## config.mk

```make
export PLATFORM = sky130hd
export DESIGN_NAME = pong_vga_renderer
export DESIGN_NICKNAME = d
export VERILOG_FILES = /design/src/rtl/pong_vga_renderer.sv
export SDC_FILE = /design/constraint.sdc
export NUM_CORES = 1
export LEC_CHECK = 0
export CELL_PAD_IN_SITES_DETAIL_PLACEMENT = 0
export CELL_PAD_IN_SITES_GLOBAL_PLACEMENT = 1
export CORE_MARGIN = 4
export CORE_UTILIZATION = 40
export CTS_BUF_LIST = sky130_fd_sc_hd__clkbuf_4 sky130_fd_sc_hd__clkbuf_8 sky130_fd_sc_hd__clkbuf_16
export CTS_CLUSTER_SIZE = 16
export DETAILED_ROUTE_END_ITERATION = 10
export GPL_TIMING_DRIVEN = 0
export PLACE_DENSITY_LB_ADDON = 0.1
export SYNTH_ARGS = -nofsm -noshare
export SYNTH_HDL_FRONTEND = slang
export SYNTH_SLANG_ARGS = --single-unit
```

## constraint.sdc

```tcl
create_clock -name clk -period 3.5 [get_ports clk]
set_clock_uncertainty 0.05 [all_clocks]
set_input_delay 0.525 -clock clk [delete_from_list [all_inputs] [get_ports clk]]
set_output_delay 0.525 -clock clk [all_outputs]
set_load 0.01 [all_outputs]
```

## src/rtl/pong_vga_renderer.sv

```systemverilog
// Pong VGA renderer: 640x480@60 timing, per-frame game-state snapshot, 2-bit RGB.
// Latency: sync, rgb and frame_tick are registered one cycle behind hpos/vpos.
// Backpressure: none; inputs are sampled only at the last pixel of each frame.
module pong_vga_renderer #(
  parameter int H_VISIBLE     = 640,
  parameter int H_FRONT       = 16,
  parameter int H_SYNC        = 96,
  parameter int H_BACK        = 48,
  parameter int V_VISIBLE     = 480,
  parameter int V_FRONT       = 10,
  parameter int V_SYNC        = 2,
  parameter int V_BACK        = 33,
  parameter int BALL_SIZE     = 10,
  parameter int PADDLE_WIDTH  = 10,
  parameter int PADDLE_HEIGHT = 60,
  parameter int NET_X         = 318,
  parameter int NET_WIDTH     = 4
) (
  input  logic       clk,
  input  logic       rst,
  input  logic [9:0] ball_x,
  input  logic [9:0] ball_y,
  input  logic [9:0] paddle_y,
  output logic       hsync,
  output logic       vsync,
  output logic [1:0] red,
  output logic [1:0] green,
  output logic [1:0] blue,
  output logic       frame_tick,
  output logic [9:0] hpos,
  output logic [9:0] vpos
);

  localparam int H_TOTAL = H_VISIBLE + H_FRONT + H_SYNC + H_BACK;
  localparam int V_TOTAL = V_VISIBLE + V_FRONT + V_SYNC + V_BACK;

  localparam logic [9:0] H_LAST   = 10'(H_TOTAL - 1);
  localparam logic [9:0] V_LAST   = 10'(V_TOTAL - 1);
  localparam logic [9:0] H_VIS    = 10'(H_VISIBLE);
  localparam logic [9:0] V_VIS    = 10'(V_VISIBLE);
  localparam logic [9:0] HS_START = 10'(H_VISIBLE + H_FRONT);
  localparam logic [9:0] HS_END   = 10'(H_VISIBLE + H_FRONT + H_SYNC);
  localparam logic [9:0] VS_START = 10'(V_VISIBLE + V_FRONT);
  localparam logic [9:0] VS_END   = 10'(V_VISIBLE + V_FRONT + V_SYNC);

  // Object extents are compared in 11 bits so a coordinate near 1023 clips instead of wrapping.
  localparam logic [10:0] BALL_SZ = 11'(BALL_SIZE);
  localparam logic [10:0] PAD_W   = 11'(PADDLE_WIDTH);
  localparam logic [10:0] PAD_H   = 11'(PADDLE_HEIGHT);
  localparam logic [10:0] NET_LO  = 11'(NET_X);
  localparam logic [10:0] NET_HI  = 11'(NET_X + NET_WIDTH);

  localparam logic [5:0] RGB_BALL   = 6'b11_11_11;
  localparam logic [5:0] RGB_PADDLE = 6'b00_11_00;
  localparam logic [5:0] RGB_NET    = 6'b01_01_01;
  localparam logic [5:0] RGB_BLACK  = 6'b00_00_00;

  logic [9:0] hpos_q, hpos_d;
  logic [9:0] vpos_q, vpos_d;
  logic [9:0] ball_x_q, ball_y_q, paddle_y_q;
  logic       hsync_q, vsync_q, frame_tick_q;
  logic [5:0] rgb_q;

  logic       h_end, v_end, snap;
  logic       hsync_d, vsync_d, frame_tick_d, display_on;
  logic       ball_hit, paddle_hit, net_hit;
  logic [5:0] rgb_d;
  logic [10:0] h11, v11;

  // Raster position advance: hpos wraps each line, vpos steps only on the hpos wrap.
  always_comb begin
    h_end  = (hpos_q == H_LAST);
    v_end  = (vpos_q == V_LAST);
    snap   = h_end && v_end;
    hpos_d = h_end ? 10'd0 : hpos_q + 10'd1;
    vpos_d = vpos_q;
    if (h_end) begin
      vpos_d = v_end ? 10'd0 : vpos_q + 10'd1;
    end
  end

  // Sync, blanking and frame strobe decoded from the current counters.
  always_comb begin
    hsync_d      = !((hpos_q >= HS_START) && (hpos_q < HS_END));
    vsync_d      = !((vpos_q >= VS_START) && (vpos_q < VS_END));
    display_on   = (hpos_q < H_VIS) && (vpos_q < V_VIS);
    frame_tick_d = (hpos_q == 10'd0) && (vpos_q == V_VIS);
  end

  // Object hit tests against the frame snapshot, then colour by priority.
  always_comb begin
    h11 = {1'b0, hpos_q};
    v11 = {1'b0, vpos_q};
    ball_hit   = (h11 >= {1'b0, ball_x_q}) && (h11 < ({1'b0, ball_x_q} + BALL_SZ)) &&
                 (v11 >= {1'b0, ball_y_q}) && (v11 < ({1'b0, ball_y_q} + BALL_SZ));
    paddle_hit = (h11 < PAD_W) &&
                 (v11 >= {1'b0, paddle_y_q}) && (v11 < ({1'b0, paddle_y_q} + PAD_H));
    net_hit    = (h11 >= NET_LO) && (h11 < NET_HI) && !vpos_q[4];
    rgb_d = RGB_BLACK;
    if (display_on) begin
      if (ball_hit) begin
        rgb_d = RGB_BALL;
      end else if (paddle_hit) begin
        rgb_d = RGB_PADDLE;
      end else if (net_hit) begin
        rgb_d = RGB_NET;
      end
    end
  end

  // Raster counters.
  always_ff @(posedge clk) begin
    if (rst) begin
      hpos_q <= 10'd0;
      vpos_q <= 10'd0;
    end else begin
      hpos_q <= hpos_d;
      vpos_q <= vpos_d;
    end
  end

  // Game-state snapshot at the very last pixel so a whole frame draws from one consistent state.
  always_ff @(posedge clk) begin
    if (rst) begin
      ball_x_q   <= 10'd0;
      ball_y_q   <= 10'd0;
      paddle_y_q <= 10'd0;
    end else if (snap) begin
      ball_x_q   <= ball_x;
      ball_y_q   <= ball_y;
      paddle_y_q <= paddle_y;
    end
  end

  // Output registers keep sync and pixel data aligned one cycle behind the counters.
  always_ff @(posedge clk) begin
    if (rst) begin
      hsync_q      <= 1'b1;
      vsync_q      <= 1'b1;
      rgb_q        <= RGB_BLACK;
      frame_tick_q <= 1'b0;
    end else begin
      hsync_q      <= hsync_d;
      vsync_q      <= vsync_d;
      rgb_q        <= rgb_d;
      frame_tick_q <= frame_tick_d;
    end
  end

  assign hsync      = hsync_q;
  assign vsync      = vsync_q;
  assign red        = rgb_q[5:4];
  assign green      = rgb_q[3:2];
  assign blue       = rgb_q[1:0];
  assign frame_tick = frame_tick_q;
  assign hpos       = hpos_q;
  assign vpos       = vpos_q;

endmodule

```

==> impl_metrics.ini, run 1 <==
[die]
core_area_um2 = 9415
die_y_um = 107.1
fp-row-count = 35
die_x_um = 107.1
ios = 61
fp.dieArea_um2 = 11470
start_util = 0.4173

[placement]
io_buffer_count = 60
dp_hpwl_um = 8003
pre_cts_ws_ns = 0.7572
place_congestion = 0.8275

[power_and_ir_drop]
p_leak_nw = 1.884
peakVddDrop_uv = 129.9
powerDensity_nw_per_um2 = 273.2

[route]
drc_errors = 0
ant_nets = 0
via_per_inst = 5.183
initialDrtViolationCount = 128
vias = 3561
wl_per_cell_um = 14.88
drt_wl_total_um = 10220
firstDrtPassIters = 4

[sta]
period_needed_ns = 2.779
hold_viol = 0
period_share = 0.7940
maxSlewViolCount = 0
setup_viol = 0
timing.fmax_mhz = 359.8
worst_slack_ns = 0.7210
tns_ns = 0
fin_hold_ws_ns = 0.4175
rsz0062_at_grt = false
slew_headroom = 0.6193
worst_pin_slew_ns = 0.5710

[setup_path]
cp_num_buf_inv = 1
critPathMaxStageDelay_ns = 0.42
cp.arrival_ns = 2.98
start_kind = flip-flop
critPathKind = flip-flop to flip-flop
worstRegToRegCells = 10
cp_max_fo = 4
path_cells = inv_1 > ha_1 > a211oi_1 > xnor2_1 > ha_1 > a2111oi_0 > o21ai_0 > o221ai_1 > o211ai_1 > o21ai_0
cp.required_ns = 3.70
cp_top_family = compound AO/OA/AOI/OAI gates
slowest_stage = a2111oi_0
worstSetupEndpointType = flip-flop
worst-path-stages = 10

[clocking]
cts.sinks = 57
cts_tree = built
cts_resized = 0
h-tree-depth = 3
clockRootBuffer = clkbuf_8
postCtsHoldBufs = 0
cts-buffers-inserted = 9
cts_setup_buffers = 0
clk_pin_slew_ns = 0.06
clk_path_buf_depth = 2
clock_latency_ns = 0.34

[finish]
area_growth_pct = 23.69
final_cell_mix = nand2_1, ha_1, clkdlybuf4s50_1, dfxtp_1, a21oi_1
final_nets = 651
layout_commonest_cell = nand2_1
antenna_cells = 0
drive_gt1_frac = 0.05735

[global_route]
gr-usage-met1 = 0.2354
gr-total-overflow = 0
grt_max_degree = 13
grt_pass1_wl_um = 16970
antenna_found_initial = 0
grt_pass1_vias = 3484
met3_usage = 0.03974
busiest_layer = met2
grt.total_usage = 0.1860
gr-usage-met2 = 0.3217

[logic_synthesis]
synthCells = 484
syn_area_per_cell_um2 = 8.117
synth_flop_cell = dfxtp_1
ys_ff_latch = 57
synthArstFlopShare = 0
synth_edf_count = 0
ys_warn_count = 0
yosysUniqueCellTypes = 50
ys_seq_area_frac = 0.2904
syn-cell-area_um2 = 3929
synth_nets = 580

[flow_run]
maxCapViolations = 0

[status]
outcome = finished clean

[hold_path]
hp-class = flip-flop to flip-flop
hold_depth = 2
[worst register-to-register path, stage by stage, from the launching register on]
cell and delay (ns):
dfxtp_1 0.40, inv_1 0.09, ha_1 0.25, a211oi_1 0.36, xnor2_1 0.17, ha_1 0.25
a2111oi_0 0.42, o21ai_0 0.16, o221ai_1 0.22, o211ai_1 0.19, o21ai_0 0.13
[worst paths after layout]
kind / start / end / slack (ns)
worst min register to register: paddle_y_q[1]$_SDFFE_PP0P_ / paddle_y_q[1]$_SDFFE_PP0P_ / 0.42
worst min-delay path: paddle_y_q[1]$_SDFFE_PP0P_ / paddle_y_q[1]$_SDFFE_PP0P_ / 0.42
worst max register to register: paddle_y_q[2]$_SDFFE_PP0P_ / rgb_q[3]$_SDFF_PP0_ / 0.72
worst max-delay path: paddle_y_q[2]$_SDFFE_PP0P_ / rgb_q[3]$_SDFF_PP0_ / 0.72
[cell usage after synthesis (all sizes together), types with 2 or more instances]
cell type | number | share of area
o21ai | 17 | 0.022
nand2 | 78 | 0.075
a211oi | 6 | 0.011
nor3 | 9 | 0.011
a2111oi | 2 | 0.0061
a21oi | 47 | 0.061
buf | 10 | 0.016
and3 | 5 | 0.0080
nand4 | 14 | 0.026
nor4b | 2 | 0.0061
nor4 | 6 | 0.011
a21o | 6 | 0.011
ha | 64 | 0.20
inv | 36 | 0.034
or4b | 3 | 0.0076
nand3 | 12 | 0.015
xor2 | 10 | 0.022
xnor2 | 22 | 0.049
dfxtp | 57 | 0.29
or3 | 5 | 0.0080
nor2b | 2 | 0.0032
o211ai | 6 | 0.011
o21a | 3 | 0.0057
o2111ai | 4 | 0.0089
nor2 | 33 | 0.032
nand2b | 3 | 0.0048
clkbuf | 7 | 0.0067
[sequential cells by signal, indices dropped and copies added, names as in the netlist]
signal      flops
hpos           10
frame_tick      1
hsync           1
vsync           1
ball_y_q       10
vpos           10
paddle_y_q     10
rgb_q           4
ball_x_q       10
[report_power, final]
group          internal (W)  switching [W]
registers          0.000657     0.00000877
clock network      0.000285       0.000264
logic             0.0000686      0.0000441
[through the flow]
step / utilization / std cells / instance area (µm²) / power [W]
after floorplan: - / 484 / 3929 / 0.0007218
after global placement: 0.4982 / 673 / 4691 / 0.0007932
after detailed placement: 0.4982 / 673 / 4691 / 0.0007949
after CTS: 0.5161 / 687 / 4860 / 0.001346
after global routing: 0.5161 / 687 / 4860 / 0.001390
final: 0.5161 / 687 / 4860 / 0.001328
[cell families (layout without fill, tap and decap cells)]
group | count (synthesis) | count (layout) | synth area share
adder cells (fa/ha/maj) | 64 | 64 | 0.2038
AO/OA/AOI/OAI | 98 | 98 | 0.1535
multiplexers | 1 | 1 | 0.002548
XOR/XNOR | 32 | 32 | 0.07134
flip-flops | 57 | 57 | 0.2904
buffers and inverters | 53 | 127 | 0.05732
AND/OR/NAND/NOR | 179 | 179 | 0.2210
[layout make-up]
type	count	area [µm²]
clock inverter	3	17.52
multi-input combinational	374	2562
clock buffer	11	151.4
sequential	57	1141
inverter	36	135.1
fill	959	4556
tap	129	161.4
timing repair buffer	60	600.6
buffer	17	90.09
[per-layer routing]
| layer | wire length, µm | vias to the layer above |
|---|---|---|
| li1 | - | 1834 |
| met3 | 348 | 7 |
| met2 | 4898 | 60 |
| met5 | 0 | - |
| met4 | 85 | 0 |
| met1 | 4888 | 1660 |
Note: power is estimated with default switching activity, not from simulation.
==> run 2, diff against run 1 <==
CORE_UTILIZATION = 37   (was 40)
clock period = 2.5 ns   (was 3.5 ns; I/O delays follow)
==> impl_metrics.ini, run 2 (same netlist as run 1, synthesis figures left out) <==
[setup_path]
r2r_setup_slack_ns = 0.01
worstSetupEndpointType = flip-flop
reg2reg_from = ball_y_q[2]$_SDFFE_PP0P_
path_cells = ha_4 > nor2_2 > or4_4 > xnor2_1 > ha_2 > a21o_1 > a21oi_2 > nor2_1 > a2111oi_2 > o2111ai_2 > o211ai_1
cp.arrival_ns = 2.71
critPathKind = flip-flop to flip-flop
reg2reg_to = rgb_q[2]$_SDFF_PP0_
worstRegToRegCells = 11
cp.required_ns = 2.72
cp_num_buf_inv = 0
critPathMaxStageDelay_ns = 0.48
start_kind = flip-flop
slowest_stage = or4_4
cp_top_family = compound AO/OA/AOI/OAI gates
cp_max_fo = 4

[sta]
worst_pin_slew_ns = 0.6334
period_needed_ns = 2.487
maxSlewViolCount = 0
timing.fmax_mhz = 402.0
worst_slack_ns = 0.01254
slew_headroom = 0.5778
period_share = 0.9950
fin_hold_ws_ns = 0.4148
rsz0062_at_grt = true
setup_viol = 0
hold_viol = 0

[clocking]
postCtsHoldBufs = 0
cts_tree = built
clock_latency_ns = 0.34
clk_pin_slew_ns = 0.07
cts.sinks = 57
h-tree-depth = 3
clk_path_buf_depth = 2
cts-buffers-inserted = 9
clockRootBuffer = clkbuf_8

[global_route]
grt.total_usage = 0.1716
grt_max_degree = 13
gr-total-overflow = 0
antenna_found_initial = 0
grt_pass1_wl_um = 17230
grt_pass1_vias = 3526

[route]
firstDrtPassIters = 4
wl_per_cell_um = 14.87
routed.top_layer = met4
wl_met1_um = 4998
vias = 3565
ant_nets = 0
initialDrtViolationCount = 127
wl_met2_um = 4788
via_per_inst = 5.100
drc_errors = 0
drt_wl_total_um = 10400
routed-wl-met3_um = 486

[power_and_ir_drop]
peakVddDrop_uv = 181.1
powerDensity_nw_per_um2 = 392.5
p_leak_nw = 1.936

[status]
outcome = finished clean

[finish]
final_nets = 655
fin_cells = 699
utilization = 0.4883
area_growth_pct = 28.31
final_cell_mix = nand2_1, ha_1, clkdlybuf4s50_1, dfxtp_1, a21oi_1
final_area_um2 = 5041
layout_commonest_cell = nand2_1
antenna_cells = 0
drive_gt1_frac = 0.1119

[die]
fp.dieArea_um2 = 12330
die_y_um = 111.0
start_util = 0.3806
ios = 61
die_x_um = 111.0
fp-row-count = 37
core_area_um2 = 10320

[hold_path]
hp-class = flip-flop to flip-flop
hold_depth = 2
holdCritStartpoint = paddle_y_q[1]$_SDFFE_PP0P_
min_to = paddle_y_q[1]$_SDFFE_PP0P_

[placement]
dp_hpwl_um = 8005
placed_area_um2 = 4700
pre_cts_ws_ns = -0.2632
io_buffer_count = 60
place_congestion = 0.8262
dp.cells = 680

[flow_run]
maxCapViolations = 0
[run 2: cell types whose count changed in the layout (fill, tap and decap cells not counted), moves of 4 or more]
cell     before  now
buf_4         6   10
dfxtp_2       0    6
ha_1         64   60
o21ai_1       0    4
dfxtp_1      57   49
o21ai_0      17   12
[run 2: worst max path at each step]
stage / startpoint / end / slack (ns) / depth (start not counted)
2_1_floorplan: ball_y_q[1]$_SDFFE_PP0P_ / rgb_q[2]$_SDFF_PP0_ / 0.05 / 11
3_3_place_gp: ball_y_q[1]$_SDFFE_PP0P_ / rgb_q[4]$_SDFF_PP0_ / -0.26 / 11
3_5_place_dp: ball_y_q[1]$_SDFFE_PP0P_ / rgb_q[4]$_SDFF_PP0_ / -0.26 / 11
4_1_cts: ball_y_q[2]$_SDFFE_PP0P_ / rgb_q[2]$_SDFF_PP0_ / 0.002 / 11
5_1_grt: ball_y_q[2]$_SDFFE_PP0P_ / rgb_q[2]$_SDFF_PP0_ / -0.15 / 11
6_report: ball_y_q[2]$_SDFFE_PP0P_ / rgb_q[2]$_SDFF_PP0_ / 0.01 / 11
[run 2: tightest hold or removal path: cells and delay by family (launching register included)]
family	cells	cell delay, ns
flops	1	0.32
simple gates	1	0.05
compound gates	1	0.05
[run 2: metrics by stage]
step | TNS, ns | total power, W
floorplan | 0 | 0.001011
global placement | -0.8395 | 0.001111
detailed placement | -0.8659 | 0.001113
CTS | 0 | 0.002004
global route | -0.4366 | 0.002059
finish | 0 | 0.001979
[run 2: power by group]
| group | internal [W] | total [W] | switching, W | leakage [nW] |
|---|---|---|---|---|
| registers | 0.000918 | 0.000930 | 0.0000121 | 0.466 |
| logic | 0.0000977 | 0.000161 | 0.0000635 | 1.37 |
| clock network | 0.000517 | 0.000887 | 0.000370 | 0.106 |
[run 2: cell type report]
type                    instances  area (µm²)
plain buffers                  17       93.84
clock buffers                  12       158.9
repair buffers                 64       630.6
clock inverters                 3       40.04
flip-flops and latches         57        1156
multi-input cells             374        2656
inverters                      36       135.1
well taps                     136       170.2
fillers                      1073        5283
[run 2: timing repair]
| action | CTS | global route |
|---|---|---|
| buffers inserted | 3 | 1 |
| pin swaps | 11 | 6 |
| setup endpoints to repair | 4 | 39 |
| gates resized for setup | 23 | 19 |
[run 2: routing by layer]
metal,vias up,GRT usage
met5,-,0
met4,0,0.04623
met3,11,0.04039
met2,67,0.2880
met1,1648,0.2210
li1,1839,-
==> run 3, diff against run 2 <==
CELL_PAD_IN_SITES_DETAIL_PLACEMENT = 1   (was 0)
CELL_PAD_IN_SITES_GLOBAL_PLACEMENT = 2   (was 1)
CORE_UTILIZATION = 29   (was 37)
PLACE_DENSITY = 0.83   (was not set)
PLACE_DENSITY_LB_ADDON = not set   (was 0.1)
==> impl_metrics.ini, run 3 (same netlist as run 1, synthesis figures left out) <==
[global_route]
grt.total_usage = 0.1585
grt_pass1_wl_um = 20040
gr-total-overflow = 0
gr-usage-met2 = 0.2672
gr-usage-met1 = 0.1997
antenna_found_initial = 0
met3_usage = 0.03816
grt_pass1_vias = 3927
grt_max_degree = 13
busiest_layer = met2

[placement]
place_congestion = 0.8570
placed_area_um2 = 4750
dp.cells = 720
dp_hpwl_um = 9193
io_buffer_count = 60

[setup_path]
critPathKind = flip-flop to flip-flop
cp_max_fo = 4
cp.arrival_ns = 2.79
r2r_setup_slack_ns = -0.10
start_kind = flip-flop
worstSetupEndpointType = flip-flop
worstRegToRegCells = 11
cp.required_ns = 2.69
reg2reg_from = ball_y_q[2]$_SDFFE_PP0P_
reg2reg_to = rgb_q[2]$_SDFF_PP0_

[route]
initialDrtViolationCount = 152
firstDrtPassIters = 4
wl_per_cell_um = 15.99
drt_wl_total_um = 11960
vias = 3685
ant_nets = 0
via_per_inst = 4.926
drc_errors = 0

[sta]
setup_viol = 3
worst_pin_slew_ns = 0.6446
worst_slack_ns = -0.1023
tns_ns = -0.1370
rsz0062_at_grt = true
period_needed_ns = 2.602
slew_headroom = 0.5697
fin_hold_ws_ns = 0.4136
hold_viol = 0
period_share = 1.041
maxSlewViolCount = 0
timing.fmax_mhz = 384.3

[clocking]
clock_latency_ns = 0.34
clockRootBuffer = clkbuf_16
h-tree-depth = 3
clk_path_buf_depth = 2
clk_pin_slew_ns = 0.05
cts.sinks = 57
cts_tree = built
cts-buffers-inserted = 9
postCtsHoldBufs = 0

[die]
fp-row-count = 42
fp.dieArea_um2 = 15470
start_util = 0.2967
ios = 61
die_x_um = 124.4
core_area_um2 = 13240
die_y_um = 124.4

[power_and_ir_drop]
finalPower_w = 0.002313
peakVddDrop_uv = 232.7
powerDensity_nw_per_um2 = 437.7
p_leak_nw = 2.039

[finish]
regArea_um2 = 1160
layout_commonest_cell = nand2_1
multiInputGateArea_um2 = 2686
final_nets = 663
drive_gt1_frac = 0.1381
final_cell_mix = nand2_1, ha_1, clkdlybuf4s50_1, dfxtp_1, a21oi_1
antenna_cells = 0
fill_cells = 1583
area_growth_pct = 34.49
fin_cells = 748
final_area_um2 = 5284

[hold_path]
hp-class = flip-flop to flip-flop
hold_depth = 2
holdCritStartpoint = ball_y_q[0]$_SDFFE_PP0P_
min_to = ball_y_q[0]$_SDFFE_PP0P_

[flow_run]
maxCapViolations = 0

[status]
outcome = finished, violations left
violations = setup timing
==> run 3: how the worst max path moves through the flow <==
stage          slack (ns)  depth (start not counted)                startpoint             endpoint
3_5_place_dp        -0.33                         11  ball_y_q[1]$_SDFFE_PP0P_  rgb_q[4]$_SDFF_PP0_
3_3_place_gp        -0.30                         11  ball_y_q[1]$_SDFFE_PP0P_  rgb_q[4]$_SDFF_PP0_
6_report            -0.10                         11  ball_y_q[2]$_SDFFE_PP0P_  rgb_q[2]$_SDFF_PP0_
2_1_floorplan        0.05                         11  ball_y_q[1]$_SDFFE_PP0P_  rgb_q[2]$_SDFF_PP0_
4_1_cts             -0.06                         11  ball_y_q[2]$_SDFFE_PP0P_  rgb_q[2]$_SDFF_PP0_
5_1_grt             -0.17                         11  ball_y_q[2]$_SDFFE_PP0P_  rgb_q[2]$_SDFF_PP0_
==> run 3: critical path, cell delays in order (launching register included) <==
cell	delay [ns]
dfxtp_4	0.36
ha_4	0.15
nor2_4	0.04
or4_4	0.50
xnor2_2	0.16
ha_2	0.17
a21o_1	0.16
a21oi_2	0.11
nor2_1	0.06
a2111oi_2	0.26
o2111ai_2	0.22
o211ai_1	0.28
==> run 3: report_power, final <==
part / total (W) / internal [W] / switching [W]
Clock: 0.00121 / 0.000785 / 0.000426
Combinational: 0.000169 / 0.000101 / 0.0000683
Sequential: 0.000933 / 0.000920 / 0.0000126
==> run 3: per-layer routing <==
| layer | part of all wire | routed length (µm) | vias up |
|---|---|---|---|
| met5 | 0 | 0 | - |
| met4 | 0.018 | 211 | 0 |
| met3 | 0.033 | 396 | 15 |
| met2 | 0.48 | 5749 | 53 |
| met1 | 0.47 | 5604 | 1763 |
| li1 | - | - | 1854 |
==> run 3: area by class of cell <==
| type | count | area share |
|---|---|---|
| well taps | 176 | 0.04168 |
| repair buffers | 72 | 0.1307 |
| flip-flops and latches | 57 | 0.2195 |
| clock inverters | 2 | 0.001894 |
| inverters | 36 | 0.02557 |
| clock buffers | 14 | 0.05446 |
| multi-input cells | 374 | 0.5084 |
| plain buffers | 17 | 0.01776 |
==> run 3: metrics by stage <==
stage,util,worst slack [ns]
floorplan,-,0.05099
global placement,0.3587,-0.3029
detailed placement,0.3587,-0.3260
CTS,0.3907,-0.05654
global route,0.3990,-0.1660
finish,0.3990,-0.1023
==> run 3: timing repair <==
item / 4_1_cts / 5_1_grt
pin swaps: 10 / 11
endpoints found under the setup margin: 34 / 43
setup buffers: 6 / 6
endpoints found under the hold margin: 0 / 0
resized for setup: 30 / 18
==> RTL edit 1: new RTL, config.mk and constraints of run 2 <==
Put one more register stage on the output `vpos`, cleared by the reset. The value now appears one clock later. The other outputs are not delayed to match. Comments in the files are not updated.
--- a/src/rtl/pong_vga_renderer.sv
+++ b/src/rtl/pong_vga_renderer.sv
@@ -155,5 +155,11 @@
   assign frame_tick = frame_tick_q;
   assign hpos       = hpos_q;
-  assign vpos       = vpos_q;
+  always_ff @(posedge clk) begin
+    if (rst) begin
+      vpos <= '0;
+    end else begin
+      vpos <= vpos_q;
+    end
+  end
 
 endmodule
Function: same outputs for any inputs over 10 cycles, from zero or initial values and one cycle with rst high; that may be too few to reach the edited logic, so the function may still have changed.
==> RTL edit 1 against run 2 <==
- setup slack better by 120 ps
- sequential cell count is 10 higher
- clock power is 53% higher
- power is 32% higher
- cell area is 9.1% higher
- wire length is 7.1% higher
- maximum frequency is 5.1% higher
- synthesized area is 6.6% higher
- largest power group is now the clock network
- highest routed layer unchanged
==> RTL edit 1: results (changes against run 2) <==
| Metric | Value |
|---|---|
| Final nets | 670 (+2.3%) |
| Post-synth top cells | 76 x nand2_1, 67 x dfxtp_1, 64 x ha_1 |
| Net count after synthesis | 594 (+2.4%) |
| First-pass GRT wire length | 18900 um (+9.8%) |
| Multi-input gate area | 0.00276 mm2 (+3.9%) |
| DPL Wire Length | 8310 um (+3.8%) |
| Area after DPL | 0.00496 mm2 (+5.6%) |
| Wire length per cell | 15.5 um (+4.1%) |
| Signal inverters | 37 (+2.8%) |
| Storage cell area | 0.00136 mm2 (+17%) |
| Top post-synthesis cells by area | dfxtp_1 32%, ha_1 19%, nand2_1 6.8%, a21oi_1 5.5%, xnor2_1 4.2% |
| Final Hold Slack | 404 ps (-10.5 ps) |
| CP Launch Point | paddle_y_q[2] |
| Row count | 38 (+2.7%) |
| Vias in the first global route | 3837 (+8.8%) |
| Max incr delay on CP | 390 ps (-90 ps) |
| Total track usage | 18.1% (+0.95 points) |
| Non-clock buffer share | 13.7% (-0.70 points) |
| Worst slew pin tran | 577 ps (-56.0 ps) |
| Leakage power total | 2.12 nW (+9.5%) |
| Switching part of the total | 20.8% (-1.8 points) |
| Fill count | 1081 (+0.75%) |
| Number of multi-input logic gates | 375 (+0.27%) |
| Worst-case reg-to-reg path depth | 10 (-1) |
| Clock buf/inv share | 5.78% (+1.8 points) |
| Critical-path maximum fanout | 4 (unchanged) |
| Max VDD drop | 0.267 mV (+47%) |
| Ratio of cells with drive above 1 in the final layout | 11.6% (+0.38 points) |
| Placed Cells | 698 (+2.6%) |
| GPL Wtd Cong | 0.781 (-5.5%) |
| Syn Area/Cell | 8.41 um2 (+3.6%) |
| Vias per inst | 5.10 (about the same) |
| Part of the cycle the worst path needs | 94.7% (-4.8 points) |
| CP max stage cell | a2111oi_2 |
| Final Instance Area | 0.00550 mm2 (+9.1%) |
| Initial DRC Count | 115 (-9.4%) |
| Hold Crit Start | ball_x_q[7] |
| Hold depth | 2 (unchanged) |
| Worst-path clk slew | 60 ps |
| Synth unique cells | 48 (-4.0%) |
| Pre-CTS WS | -467 ps (-203 ps) |
| Seq cells | 67 (+18%) |
| Via count | 3670 (+2.9%) |
| Layout clock buffers | 11 (-1) |
| Bufs w/o clock | 84 (+3.7%) |
| Hold EP | ball_x_q[7] |
| Pin count of the biggest net entering global routing | 12 (-1) |
| Seq/Total Area, Yosys | 32.0% (+3.0 points) |
| Root Buffer | clkbuf_16 |
| Reg2Reg Setup Slack | 130 ps (+120 ps) |
| Outcome | finished, final reports clean |
-- RTL edit 1: cell count changes in the layout (fill, tap and decap cells not counted), sizes merged, moves of 3 or more --
cell / run 2 / this run
o21a: 3 / 6
nor2b: 2 / 9
buf: 14 / 17
nand3: 12 / 9
dfxtp: 57 / 67
a211oi: 6 / 9
-- RTL edit 1: power by group through the flow --
stage | Clock (mW) | Sequential (mW) | Combinational (mW)
2_1_floorplan | 0 | 1.12 | 0.0514
3_3_place_gp | 0 | 1.12 | 0.155
3_5_place_dp | 0 | 1.12 | 0.156
4_1_cts | 1.38 | 1.09 | 0.158
5_1_grt | 1.43 | 1.09 | 0.173
6_report | 1.36 | 1.09 | 0.160
-- RTL edit 1: what timing repair did --
action,4_1_cts,5_1_grt
buffers inserted,0,5
setup endpoints to repair,14,35
pin swaps,5,12
gates resized for setup,19,31
hold buffers,0,0
-- RTL edit 1: per-layer routing --
layer,vias to the layer above,GRT usage (%),wire (um)
li1,1888,-,-
met1,1702,23.4,5270
met2,58,30.3,5300
met3,22,3.75,325
met4,0,5.62,235
met5,-,0,0
-- RTL edit 1: logic make-up after synthesis --
group                      Yosys count  synth area share [%]
muxes                                1                 0.239
and+or+nand+nor                    176                  21.1
adders and majority gates           64                  19.1
DFF                                 67                  32.0
buffers and inverters               56                  5.98
AOI/OAI and AO/OA                  102                  14.8
xor gates and xnor gates            32                  6.69
-- RTL edit 1: worst reg2reg max path: cells and delay by family, from the launching register on --
kind,cells,cell delay [ps]
AO/OA/AOI/OAI,4,1010
XOR/XNOR,1,130
AND/OR/NAND/NOR,2,200
flip-flops,1,340
adder cells (fa/ha/maj),2,510
buffers and inverters,1,80
==> RTL edit 2: new RTL, settings of run 2 <==
Without the edit above. `BALL_SIZE`: 10 -> 5.
--- a/src/rtl/pong_vga_renderer.sv
+++ b/src/rtl/pong_vga_renderer.sv
@@ -11,5 +11,5 @@
   parameter int V_SYNC        = 2,
   parameter int V_BACK        = 33,
-  parameter int BALL_SIZE     = 10,
+  parameter int BALL_SIZE     = 5,
   parameter int PADDLE_WIDTH  = 10,
   parameter int PADDLE_HEIGHT = 60,
Check against the original RTL: not equivalent (Yosys sat finds a counterexample within 10 cycles, from zero or initial values and one cycle with rst high).
==> RTL edit 2 against run 2 <==
- wire length is 4.3% higher
- setup slack better by 17 ps
- clock power shrank 5.0%
- synthesized area up 3.2%
- cell area rose by 4.3%
- hold slack worse by 1.1 ps
- combinational power is 6% higher
- power decreased by 1.8%
- sequential cell count did not move
==> RTL edit 2: results (changes against run 2) <==
| Metric | Value |
|---|---|
| Outcome | finished, final reports clean |
| Critical Path End | rgb_q[4] |
| Synth Area in Adders | 20.4% (about the same) |
| Net count after synthesis | 592 (+2.1%) |
| DPL Wire Length | 8190 um (+2.3%) |
| Post-synth top cells | 79 x nand2_1, 66 x ha_1, 57 x dfxtp_1 |
| Via count | 3656 (+2.6%) |
| Leakage power total | 2.01 nW (+3.8%) |
| Hold Crit Start | paddle_y_q[8] |
| Area after DPL | 0.00481 mm2 (+2.4%) |
| First-pass GRT wire length | 18300 um (+6.2%) |
| Fill count | 1080 (+0.65%) |
| Synth unique cells | 53 (+6.0%) |
| Routed Wire Length | 10800 um (+4.3%) |
| Max VDD drop | 0.378 mV (+110%) |
| Total track usage | 17.7% (+0.50 points) |
| # port buffers | 59 (-1.7%) |
| Worst slew pin tran | 779 ps (+145 ps) |
| GPL Wtd Cong | 0.810 (-2.0%) |
| Compound-gate portion of the synthesized area | 16.4% (+1.0 points) |
| # resized after CTS | 22 (-4.3%) |
| Multiplexer area fraction after synthesis | 0.247% (-0.0078 points) |
| Hold EP | paddle_y_q[8] |
| Initial DRC Count | 98 (-23%) |
| Net Switching | 0.453 mW (+1.7%) |
| Top post-synthesis cells by area | dfxtp_1 28%, ha_1 20%, nand2_1 7.3%, a21oi_1 5.3%, xnor2_1 4.8% |
| Reg2Reg Setup Slack | 30 ps (+20 ps) |
| Setup Buffers After CTS | 0 (-3) |
-- RTL edit 2: changes by cell type in the layout (fill, tap and decap cells not counted), moves of 5 or more --
cell / before / now
a21oi_2: 3 / 12
nor2_1: 32 / 27
o211ai_1: 6 / 1
o21ai_0: 12 / 17
-- RTL edit 2: kinds of logic after synthesis --
group,Yosys count
AND/OR/NAND/NOR,176
AO/OA/AOI/OAI,104
adder cells (fa/ha/maj),66
flip-flops,57
buffers and inverters,56
multiplexers,1
XOR/XNOR,34
-- RTL edit 2: worst max-delay path, cell delays in order, from the launching register on --
cell	delay (ps)
dfxtp_4	400
a21oi_4	80
nor3_4	210
buf_4	150
xnor2_2	60
ha_1	320
a21o_1	180
a221o_1	350
a31oi_4	220
a2bb2oi_4	200
nand3_4	110
nand2_2	80
-- RTL edit 2: area by class of cell --
type	instances	share of cell area (%)
tap	136	3.24
inverter	39	2.78
clock buffer	11	2.64
timing repair buffer	64	11.9
sequential	57	22.2
clock inverter	4	0.856
multi-input combinational	381	54.4
buffer	17	1.97
-- RTL edit 2: power groups by stage --
stage	logic [mW]	clock network (mW)	registers (mW)
floorplan	0.0577	0	0.958
global placement	0.161	0	0.955
detailed placement	0.164	0	0.956
CTS	0.167	0.876	0.935
global route	0.188	0.904	0.930
finish	0.170	0.843	0.929
-- RTL edit 2: metal layers --
layer	wire length [um]	vias up	global-route usage [%]
met5	0	-	0
met2	5410	52	30.5
met3	364	11	3.88
met1	4930	1720	22.2
met4	138	0	4.57
li1	-	1873	-
-- RTL edit 2: metrics by stage --
step,TNS (ps),worst slack [ps],utilization (%),hold slack [ps],instances
floorplan,0,114,-,391,494
global placement,-1690,-440,45.8,403,689
detailed placement,-1630,-425,45.8,407,689
CTS,0,0.0513,48.5,417,704
global route,-263,-77.5,50.1,441,709
finish,0,29.9,50.1,414,709
